--- config.mk ---
export PLATFORM = sky130hd
export DESIGN_NAME = vehicle_detector
export DESIGN_NICKNAME = d
export VERILOG_FILES = /design/src/rtl/vehicle_detector.sv
export SDC_FILE = /design/constraint.sdc
export NUM_CORES = 1
export LEC_CHECK = 0
export ABC_AREA = 1
export CORE_MARGIN = 2
export CORE_UTILIZATION = 50
export DETAILED_ROUTE_END_ITERATION = 12
export GPL_TIMING_DRIVEN = 0
export MAX_ROUTING_LAYER = met4
export PLACE_DENSITY = 0.79
export SETUP_SLACK_MARGIN = 0.02
export SLEW_MARGIN = 10
export SYNTH_ARGS = -nofsm -noshare
export SYNTH_HDL_FRONTEND = slang
export SYNTH_SLANG_ARGS = --single-unit
--- constraint.sdc ---
create_clock -name clk -period 1.77 [get_ports clk]
set_input_delay 0.354 -clock clk [delete_from_list [all_inputs] [get_ports clk]]
set_output_delay 0.354 -clock clk [all_outputs]
set_load 0.01 [all_outputs]
--- src/rtl/vehicle_detector.sv ---
// Loop-sensor front end: synchronises and debounces the NS/EW loops, keeps per-approach
// vehicle queues and drives held vehicle-detect demands plus a sticky green-conflict flag.
module vd_lane #(
    parameter int DEBOUNCE_CYCLES = 4,
    parameter int HOLD_CYCLES     = 8,
    parameter int QUEUE_MAX       = 15
) (
    input  logic       clk,
    input  logic       rst,
    input  logic       loop_i,
    input  logic       green_i,
    output logic       det_o,
    output logic [3:0] queue_o
);
    localparam logic [3:0] DEB_LAST  = 4'(DEBOUNCE_CYCLES - 1);
    localparam logic [3:0] QMAX      = 4'(QUEUE_MAX);
    localparam logic [4:0] HOLD_LOAD = 5'(HOLD_CYCLES - 1);

    logic       s1_q, s2_q;
    logic       deb_q, deb_d, deb_prev_q;
    logic [3:0] cnt_q, cnt_d;
    logic [3:0] queue_q, queue_d;
    logic [4:0] hold_q, hold_d;
    logic       det_q, det_d;
    logic       arrive, depart, request;

    always_comb begin
        deb_d = deb_q;
        cnt_d = '0;
        if (s2_q != deb_q) begin
            if (cnt_q == DEB_LAST) deb_d = s2_q;
            else                   cnt_d = cnt_q + 4'd1;
        end

        // Edges are taken from the registered debounced level, one cycle behind deb.
        arrive  = deb_q & ~deb_prev_q;
        depart  = ~deb_q & deb_prev_q & green_i;
        queue_d = queue_q;
        if (arrive && queue_q != QMAX)       queue_d = queue_q + 4'd1;
        else if (depart && queue_q != 4'd0)  queue_d = queue_q - 4'd1;

        request = (queue_d != 4'd0) | deb_q;
        det_d   = det_q;
        hold_d  = hold_q;
        if (!det_q) begin
            if (request) begin
                det_d  = 1'b1;
                hold_d = HOLD_LOAD;
            end
        end else if (hold_q != 5'd0) begin
            hold_d = hold_q - 5'd1;
        end else begin
            det_d = request;
        end
    end

    always_ff @(posedge clk) begin
        if (rst) begin
            s1_q       <= 1'b0;
            s2_q       <= 1'b0;
            deb_q      <= 1'b0;
            deb_prev_q <= 1'b0;
            cnt_q      <= '0;
            queue_q    <= '0;
            hold_q     <= '0;
            det_q      <= 1'b0;
        end else begin
            s1_q       <= loop_i;
            s2_q       <= s1_q;
            deb_q      <= deb_d;
            deb_prev_q <= deb_q;
            cnt_q      <= cnt_d;
            queue_q    <= queue_d;
            hold_q     <= hold_d;
            det_q      <= det_d;
        end
    end

    assign det_o   = det_q;
    assign queue_o = queue_q;
endmodule

module vehicle_detector #(
    parameter int DEBOUNCE_CYCLES = 4,
    parameter int HOLD_CYCLES     = 8,
    parameter int QUEUE_MAX       = 15
) (
    input  logic       clk,
    input  logic       rst,
    input  logic       NS_LOOP,
    input  logic       EW_LOOP,
    input  logic       NS_GREEN,
    input  logic       EW_GREEN,
    output logic       NS_VEHICLE_DETECT,
    output logic       EW_VEHICLE_DETECT,
    output logic [3:0] NS_QUEUE,
    output logic [3:0] EW_QUEUE,
    output logic       GREEN_CONFLICT
);
    localparam int NUM_LANES = 2;

    logic [NUM_LANES-1:0]      loop, green, det;
    logic [NUM_LANES-1:0][3:0] queue;
    logic                      conflict_q;

    assign loop  = {EW_LOOP, NS_LOOP};
    assign green = {EW_GREEN, NS_GREEN};

    // Lane 0 is NS, lane 1 is EW.
    for (genvar l = 0; l < NUM_LANES; l++) begin : g_lane
        vd_lane #(
            .DEBOUNCE_CYCLES(DEBOUNCE_CYCLES),
            .HOLD_CYCLES    (HOLD_CYCLES),
            .QUEUE_MAX      (QUEUE_MAX)
        ) u_lane (
            .clk    (clk),
            .rst    (rst),
            .loop_i (loop[l]),
            .green_i(green[l]),
            .det_o  (det[l]),
            .queue_o(queue[l])
        );
    end

    always_ff @(posedge clk) begin
        if (rst) conflict_q <= 1'b0;
        else     conflict_q <= conflict_q | (NS_GREEN & EW_GREEN);
    end

    assign NS_VEHICLE_DETECT = det[0];
    assign EW_VEHICLE_DETECT = det[1];
    assign NS_QUEUE          = queue[0];
    assign EW_QUEUE          = queue[1];
    assign GREEN_CONFLICT    = conflict_q;
endmodule

; After elaboration in Yosys (flattened, before gate mapping)
; Cells that the tools add are included.
[totals]
out_inout_bits = 11
reg_bits = 37
elab_cells = 83
[classes]
mux = 16
add_sub_neg = 8
bitwise_logic = 16
n_eq_ne = 8
reduce_logical = 18
[op_table]
columns = operator, count
row1 = $mux 5, 6
row2 = $add 4x1->4 const B, 4
row3 = $mux 4, 4
row4 = $reduce_bool 4->1, 4
row5 = $reduce_bool 5->1, 2
row6 = $sub 5x1->5 const B, 2
row7 = $eq 4x2->1 const B, 2
row8 = $ne 4x4->1 const B, 2
row9 = $reduce_and 2->1, 4
row10 = $sub 4x1->4 const B, 2
row11 = $and 1x1->1, 7
row12 = $mux 1, 6
row13 = $not 1->1, 6
row14 = $reduce_or 3->1, 2
row15 = $logic_and 1x1->1, 4
row16 = $ne 2x2->1 const B, 2
row17 = $reduce_bool 2->1, 2
row18 = $or 1x1->1, 3
row19 = $ne 1x1->1, 2

; Longest topological paths before layout
; Gate-level depths: netlist of run 1.
[depth]
ltp_word = 10
mapped_depth = 13
mapped_depth_nobuf = 13

; Cells and area by module
; From an unflattened synthesis of run 1, not the netlist that was laid out.
[unflattened]
hier_cells = 258
hier_area_um2 = 1915.6
[modules_own_cells]
columns = module, seq_area_each_um2, n_inst, area_each_um2, cells_per_inst
row1 = vd_lane, 360.3, 2, 939.7, 127
row2 = vehicle_detector, 20.0, 1, 36.3, 4

; Worst setup path after synthesis of run 1
; No wires, ideal clock.
[synth_timing]
path_type = flip-flop to flip-flop
from = register g_lane[1].u_lane.queue_q[0]
to = register g_lane[1].u_lane.hold_q[2]
slack_ns = 0.160
arrival_ns = 1.495
stages_incl_launch_ff = 13
n_path_buf = 0
cell_sequence = dfxtp_1 > inv_1 > ha_1 > nand3_2 > nand2_4 > nand2_1 > nand2_1 > nand2_1 > nand2_2 > nor2_4 > nand3_4 > a21oi_1 > nor2_1
[synth_between]
elab_chain_len = 8
word_cells_on_any_way = 12
cone_classes = 2 x add/sub / 1 x eq/ne / 2 x mux / 1 x bitwise / 6 x reduce/logical
[synth_rtl]
columns = item, line
row1 = from (decl), 22  ; logic [3:0] queue_q, queue_d;
row2 = from (signal assigned), 73  ; queue_q <= queue_d;
row3 = "parallel branches: the longest is 3 deep, another holds $sub 4x1->4", --
row4 = $mux 4 (*), 39  ; if (arrive && queue_q != QMAX) queue_d = queue_q + 4'd1;
row5 = $reduce_bool 4->1 (*), 42  ; request = (queue_d != 4'd0) | deb_q;
row6 = $or 1x1->1 (*), 42
row7 = $reduce_bool 2->1 (no line) (*), --
row8 = $reduce_and 2->1 (no line) (*), --
row9 = to (signal assigned), 74  ; hold_q <= hold_d;
row10 = to (decl), 23  ; logic [4:0] hold_q, hold_d;
; Every way passes the cells marked *.
; A chain may end at the register's enable or synchronous reset.

; Worst setup path after layout of run 1
[layout_timing]
from = register g_lane[0].u_lane.det_q
to = output port NS_VEHICLE_DETECT
[layout_lines]
columns = item, line
row1 = from (decl), 24  ; logic det_q, det_d;
row2 = from (signal assigned), 75  ; det_q <= det_d;
row3 = to (decl), 94  ; output logic NS_VEHICLE_DETECT,
; No word-level cell between the ends.

==> summary.md, run 1 <==
## Global route
- 0 — Congestion Overflow GR
- 0.1918 — global-route total usage across every layer
- 12 — largest net degree at the start of global routing
- 1526 — vias in the first global route
- 0 — antenna violations before repair
- 6210 um — global-route wire length before repair

## Clocking
- 0.29 ns — Clock Latency Late Sink
- 5 — total CTS buffers
- 37 — clock sink count
- yes — CTS tree
- 0.07 ns — clock transition at the registers of the reported paths
- 2 — Max Buffers Root-to-Sink
- 2 — maximum level of the CTS H-tree
- sky130_fd_sc_hd__clkbuf_8 — clk root buf

## Synth
- 0.3864 — sequential area share after synthesis
- 262 — Synth Instances
- 0 — Synth warnings
- 21 — Cell variety after synth
- 37 — #FFs+latches synth
- sky130_fd_sc_hd__dfxtp_1 — top cell type by total area after synthesis
- sky130_fd_sc_hd__dfxtp_1, sky130_fd_sc_hd__nand2_1, sky130_fd_sc_hd__nand3_1, sky130_fd_sc_hd__inv_1, sky130_fd_sc_hd__ha_1 — leading post-synthesis cells by cell area
- 278 — post-synthesis net count
- 7.316 sq um — synthesized area divided by synthesized cell count
- 0.3864 — portion of synthesized cell area occupied by the leading cell type
- 1917 sq um — Netlist Area Pre-Place

## Timing
- 0.9554 — post-route fraction of the period consumed by the critical path
- 0 — Slew Viols, Final
- 0 — number of hold violations in the final report
- 0 — Setup Viol. Count Final
- true — unrepaired setup endpoints after global routing
- 0.07899 ns — Worst Slack Setup Final
- 0.6942 — Max-Slew Margin vs Limit
- 0.005021 ns — clk_skew
- 1.691 ns — crit path time final
- 0.4587 ns — worst-margin pin slew
- 591.4 MHz — Max Fclk

## Setup path
- flip-flop — type of element launching the critical path
- 1.34 ns — data arrival time of the critical path
- 0.14 ns — r2r setup slk
- g_lane[0].u_lane.det_o — critical path launch point
- buffers and inverters — top cell family by delay on the critical path
- g_lane[1].u_lane.hold_q[3] — destination of the worst register-to-register timing path
- 1 — Buffers & Inverters on Critical Path
- output pin — CP endpoint kind
- 8 — Max Fanout on Critical Path
- clkdlybuf4s50_1 — cell breakdown of the critical path
- 11 — length in cells of the worst reg-to-reg path
- g_lane[1].u_lane.queue_o[0] — r2r startpoint
- sky130_fd_sc_hd__clkdlybuf4s50_1 — Worst path slowest cell
- reg -> out — Crit Path Class
- 1.42 ns — Worst EP required
- 0.58 ns — maximum single-stage delay on the critical path

## Min path
- in -> reg — Worst Hold Class
- 3 — number of cells on the worst hold path
- GREEN_CONFLICT — sink of the worst hold path
- NS_GREEN — startpoint of the most critical hold path

## Floorplanning
- 3661 sq um — CORE AREA
- 65.92 um — floorplan die height
- 0.5236 — effective utilization at floorplan
- 65.92 um — die extent in x
- 22 — number of standard-cell rows in the floorplan
- 4345 sq um — DIE AREA
- 17 — IO Count

## Detailed routing
- 132 um — length of routed met3 wiring
- 1721 um — detailed-route wire length on metal 1
- 3925 um — Total Wirelength
- 0 — Antenna Violating Nets Remaining
- 5.027 — vias per std cell
- 91 — number of DRC violations after detailed-routing iteration 0
- met4 — uppermost layer routed
- 4 — Detailed Routing Iterations Pass 1
- 2018 um — met2 layer wire length in the routed design
- 11.72 um — post-DR wirelength/cell
- 1684 — via count
- 0 — DRC violation count after routing

## Flow run
- 0 — max cap viols

## Final layout
- 335 — final standard cell count with taps included and fillers excluded
- 24.09% — Area growth, synth to finish
- 0 — total inserted antenna cells
- 302 — post-layout net count
- 0.2230 — fraction of final layout cells sized beyond drive strength 1

## Pwr
- 0.036 — share of total power in combinational logic
- 0.390 — clock network power share
- 330.3 uW — net switching power
- 1.062 nW — Leak Pwr
- 1.460 mW — total chip power
- 0.3215 mV — Max rail drop VDD
- 613.7 nW/um^2 — power density over the cells
- 1.129 mW — internal portion of total power
- 0.2263 — switching part of the total
- 0.574 — sequential group share of total power

## Run status
- complete, no violations — run status

## Placed design
- 325 — Post-Place Cells
- -0.1325 ns — worst setup slack after placement
- 0.8728 — Routability Congestion
- 15 — count of port buffers added during placement
- 2539 um — detailed placement HPWL

==> power by group through the flow <==
stage | logic (mW) | clock network (mW) | registers (mW)
after floorplan | 0.0307 | 0 | 0.864
after detailed placement | 0.0524 | 0 | 0.864
final | 0.0522 | 0.569 | 0.838
after CTS | 0.0527 | 0.582 | 0.844
after global placement | 0.0514 | 0 | 0.863
after global routing | 0.0597 | 0.622 | 0.839
==> cell usage after synthesis <==
library cell,instances
sky130_fd_sc_hd__a21oi_1,23
sky130_fd_sc_hd__buf_4,1
sky130_fd_sc_hd__clkbuf_1,2
sky130_fd_sc_hd__dfxtp_1,37
sky130_fd_sc_hd__ha_1,10
sky130_fd_sc_hd__inv_1,35
sky130_fd_sc_hd__inv_2,3
sky130_fd_sc_hd__nand2_1,53
sky130_fd_sc_hd__nand2_2,8
sky130_fd_sc_hd__nand2_4,1
sky130_fd_sc_hd__nand3_1,30
sky130_fd_sc_hd__nand3_2,4
sky130_fd_sc_hd__nand3_4,2
sky130_fd_sc_hd__nand4_1,2
sky130_fd_sc_hd__nor2_1,27
sky130_fd_sc_hd__nor2_2,1
sky130_fd_sc_hd__nor2_4,4
sky130_fd_sc_hd__nor3_1,3
sky130_fd_sc_hd__o21ai_0,6
sky130_fd_sc_hd__or2_2,2
sky130_fd_sc_hd__xor2_1,8
==> metrics by stage <==
stage,hold WS (ns),TNS (ns),cell area [sq um],util
6_report,0.3427,0,2379,0.6497
5_1_grt,0.3773,-0.05547,2379,0.6497
4_1_cts,0.4040,0,2211,0.6039
3_5_place_dp,0.3938,-1.237,2127,0.5810
3_3_place_gp,0.3900,-1.094,2127,0.5810
2_1_floorplan,0.3883,0,1917,-
==> cell usage in the layout, fill, tap and decap left out, types with 3 or more instances in the layout <==
| master | instances |
|---|---|
| sky130_fd_sc_hd__inv_2 | 4 |
| sky130_fd_sc_hd__clkbuf_1 | 3 |
| sky130_fd_sc_hd__nand3_1 | 23 |
| sky130_fd_sc_hd__nor2_4 | 4 |
| sky130_fd_sc_hd__o21ai_0 | 6 |
| sky130_fd_sc_hd__clkdlybuf4s50_1 | 14 |
| sky130_fd_sc_hd__ha_1 | 6 |
| sky130_fd_sc_hd__nand2_1 | 48 |
| sky130_fd_sc_hd__ha_4 | 3 |
| sky130_fd_sc_hd__a21oi_2 | 5 |
| sky130_fd_sc_hd__dfxtp_4 | 4 |
| sky130_fd_sc_hd__clkbuf_8 | 5 |
| sky130_fd_sc_hd__nand3_4 | 4 |
| sky130_fd_sc_hd__nor3_1 | 3 |
| sky130_fd_sc_hd__nand2_2 | 11 |
| sky130_fd_sc_hd__xor2_1 | 8 |
| sky130_fd_sc_hd__dfxtp_1 | 31 |
| sky130_fd_sc_hd__a21oi_1 | 18 |
| sky130_fd_sc_hd__nand2_4 | 3 |
| sky130_fd_sc_hd__inv_1 | 33 |
| sky130_fd_sc_hd__nor2_1 | 27 |
| sky130_fd_sc_hd__nand3_2 | 9 |
| sky130_fd_sc_hd__buf_4 | 3 |
==> metal layers <==
layer / track usage / up-vias
met5: - / -
met4: 0.09896 / 0
met3: 0.03578 / 6
met2: 0.3182 / 25
met1: 0.2206 / 775
li1: - / 878
==> repair_timing <==
item,in CTS,in global routing
resized for setup,1,41
endpoints found under the hold margin,0,0
hold buffers,0,0
pin swaps,0,11
setup endpoints to repair,1,13
setup buffers,0,2
==> how the worst max path moves through the flow <==
stage / to / slack, ns / cells after the start
2_1_floorplan: g_lane[1].u_lane.hold_q[2] / 0.16 / 12
3_3_place_gp: g_lane[1].u_lane.hold_q[3] / -0.12 / 12
3_5_place_dp: g_lane[1].u_lane.hold_q[2] / -0.13 / 12
4_1_cts: g_lane[0].u_lane.hold_q[2] / 0.04 / 10
5_1_grt: g_lane[1].u_lane.hold_q[1] / -0.02 / 11
6_report: NS_VEHICLE_DETECT / 0.08 / 1
==> flip-flops by register name (all words and copies together), names as in the netlist <==
register                  cells
GREEN_CONFLICT                1
g_lane.u_lane.cnt_q           8
g_lane.u_lane.deb_prev_q      2
g_lane.u_lane.deb_q           2
g_lane.u_lane.det_o           2
g_lane.u_lane.hold_q         10
g_lane.u_lane.queue_o         8
g_lane.u_lane.s1_q            2
g_lane.u_lane.s2_q            2
==> cell families after synthesis <==
kind of cell	share of synthesized area
DFF	0.3864
and+or+nand+nor	0.3538
AOI/OAI and AO/OA	0.07572
adders and majority gates	0.06527
buffers and inverters	0.08225
xor gates and xnor gates	0.03655
==> area by class of cell <==
cell class | count | area, sq um
flip-flops and latches | 37 | 758.2
inverters | 38 | 145.1
fillers | 333 | 1282
repair buffers | 17 | 167.7
clock inverters | 2 | 10.01
clock buffers | 6 | 72.57
multi-input cells | 184 | 1150
well taps | 48 | 60.06
plain buffers | 3 | 15.01
Power figures use the tool's default switching activity.
==> run 2: changes to the inputs <==
--- a/config.mk
+++ b/config.mk
@@ -6,7 +6,7 @@
 export NUM_CORES = 1
 export LEC_CHECK = 0
 export ABC_AREA = 1
-export CORE_MARGIN = 2
+export CORE_MARGIN = 8
 export CORE_UTILIZATION = 50
 export DETAILED_ROUTE_END_ITERATION = 12
 export GPL_TIMING_DRIVEN = 0
==> run 2 against run 1 <==
Against the previous run: sequential share of layout area grew 0.82 points; clock-buffer cell count grew 2; highest routed layer unchanged; hold slack gained 0.052 ns; design area shrank 3.3%; largest power group unchanged; clock power is essentially flat.
==> summary.md, run 2 (synthesis results as in run 1) <==
## Floorplanning
- 3661 sq um — CORE AREA
- 0.5236 — effective utilization at floorplan
- 6071 sq um — DIE AREA
- 77.92 um — die extent in x
- 22 — number of standard-cell rows in the floorplan
- 77.92 um — floorplan die height
- 17 — IO Count

## Setup path
- 1 — Buffers & Inverters on Critical Path
- flip-flop — type of element launching the critical path
- 11 — length in cells of the worst reg-to-reg path
- 1 — instance count on the critical path
- g_lane[1].u_lane.det_o — critical path launch point
- 1.42 ns — Worst EP required
- EW_VEHICLE_DETECT — Worst setup endpoint
- buffers and inverters — top cell family by delay on the critical path
- sky130_fd_sc_hd__clkdlybuf4s50_1 — Worst path slowest cell
- g_lane[1].u_lane.queue_o[0] — r2r startpoint
- clkdlybuf4s50_1 — cell breakdown of the critical path
- 0.11 ns — r2r setup slk
- reg -> out — Crit Path Class
- output pin — CP endpoint kind
- g_lane[1].u_lane.hold_q[2] — destination of the worst register-to-register timing path
- 8 — Max Fanout on Critical Path
- 0.59 ns — maximum single-stage delay on the critical path
- 1.34 ns — data arrival time of the critical path

## Pwr
- 0.036 — share of total power in combinational logic
- 1.463 mW — total chip power
- 1.020 nW — Leak Pwr
- 0.389 — clock network power share
- 0.2210 — switching part of the total
- 636.2 nW/um^2 — power density over the cells
- 0.575 — sequential group share of total power
- 1.140 mW — internal portion of total power
- 0.5337 mV — Max rail drop VDD
- 323.4 uW — net switching power

## Global route
- 6196 um — global-route wire length before repair
- 1485 — vias in the first global route
- 11 — largest net degree at the start of global routing
- 0.1285 — global-route total usage across every layer
- 0 — antenna violations before repair
- 0 — Congestion Overflow GR

## Timing
- 0.4973 ns — worst-margin pin slew
- true — unrepaired setup endpoints after global routing
- 0 — Setup Viol. Count Final
- 0 ns — sum of negative setup slack
- 1.698 ns — crit path time final
- 588.8 MHz — Max Fclk
- 0 — number of hold violations in the final report
- 0.07176 ns — Worst Slack Setup Final
- 0 — Slew Viols, Final
- 0.006437 ns — clk_skew
- 0.6684 — Max-Slew Margin vs Limit
- 0.9595 — post-route fraction of the period consumed by the critical path

## Detailed routing
- 4.988 — vias per std cell
- 1661 — via count
- 6 — Detailed Routing Iterations Pass 1
- 0 — DRC violation count after routing
- 3807 um — Total Wirelength
- 0 — Antenna Violating Nets Remaining
- 11.43 um — post-DR wirelength/cell
- 63 — number of DRC violations after detailed-routing iteration 0

## Final layout
- g_lane.u_lane.hold_q — Most flops, register
- 0 — total inserted antenna cells
- 10 — Largest register FFs
- 300 — post-layout net count
- 19.97% — Area growth, synth to finish
- 2300 sq um — Layout Cell Area excl Fill
- 1100 sq um — footprint of the multi-input gates
- 337 — count of fill cells added during filler insertion
- sky130_fd_sc_hd__nand2_1, sky130_fd_sc_hd__inv_1, sky130_fd_sc_hd__dfxtp_1, sky130_fd_sc_hd__nand3_1, sky130_fd_sc_hd__nor2_1 — most frequent cells in the layout
- 752.0 sq um — storage element area
- 0.1789 — fraction of final layout cells sized beyond drive strength 1
- 333 — final standard cell count with taps included and fillers excluded
- sky130_fd_sc_hd__nand2_1 — most common library cell in the layout ignoring fill and taps

## Clocking
- 0.29 ns — Clock Latency Late Sink
- 2 — Max Buffers Root-to-Sink
- 2 — maximum level of the CTS H-tree
- sky130_fd_sc_hd__clkbuf_8 — clk root buf
- 0.07 ns — clock transition at the registers of the reported paths
- yes — CTS tree
- 0 — CTS Hold Buffers Added
- 5 — total CTS buffers
- 37 — clock sink count

## Placed design
- -0.1365 ns — worst setup slack after placement
- 15 — count of port buffers added during placement
- 0.8110 — Routability Congestion
- 2127 sq um — dpl cell area
- 2629 um — detailed placement HPWL
- 325 — Post-Place Cells

## Min path
- reg -> reg — Worst Hold Class

## Flow run
- 0 — max cap viols

## Run status
- complete, no violations — run status

## run 2: how the worst min path moves through the flow
stage | start | endpoint | depth (start not counted)
global route | g_lane[1].u_lane.s1_q | g_lane[1].u_lane.s2_q | 2
floorplan | g_lane[0].u_lane.s1_q | g_lane[0].u_lane.s2_q | 2
global placement | g_lane[0].u_lane.s1_q | g_lane[0].u_lane.s2_q | 2
CTS | g_lane[0].u_lane.s1_q | g_lane[0].u_lane.s2_q | 2
finish | g_lane[0].u_lane.s1_q | g_lane[0].u_lane.s2_q | 2
detailed placement | g_lane[0].u_lane.s1_q | g_lane[0].u_lane.s2_q | 2
## run 2: routing by layer
layer | track usage | up-vias | part of all wire
li1 | - | 874 | -
met1 | 0.1383 | 749 | 0.46
met2 | 0.2080 | 31 | 0.49
met3 | 0.04032 | 7 | 0.035
met4 | 0.06667 | 0 | 0.018
met5 | - | - | 0
## run 2: timing repair
| action | 4_1_cts | 5_1_grt |
|---|---|---|
| pin swaps | 0 | 4 |
| hold endpoints to repair | 0 | 0 |
| setup buffers | 0 | 0 |
| endpoints found under the setup margin | 2 | 12 |
| gates resized for setup | 1 | 26 |
## run 2: area by class of cell
| type | instances | area share |
|---|---|---|
| timing repair buffer | 15 | 0.06529 |
| buffer | 3 | 0.006529 |
| inverter | 38 | 0.06202 |
| multi-input combinational | 184 | 0.4782 |
| clock buffer | 8 | 0.03482 |
| sequential | 37 | 0.3270 |
| tap | 48 | 0.02612 |
## run 2: stage by stage
stage / util / hold WS (ns)
after floorplan: - / 0.3883
after global placement: 0.5810 / 0.3904
after detailed placement: 0.5810 / 0.3943
after CTS: 0.6032 / 0.4033
after global routing: 0.6282 / 0.4243
final: 0.6282 / 0.3943
## run 2: power by group through the flow
stage	logic (mW)	registers [mW]	clock network, mW
final	0.0523	0.841	0.570
after global routing	0.0592	0.842	0.621
after CTS	0.0527	0.844	0.584
after detailed placement	0.0522	0.863	0
after global placement	0.0516	0.863	0
after floorplan	0.0307	0.864	0
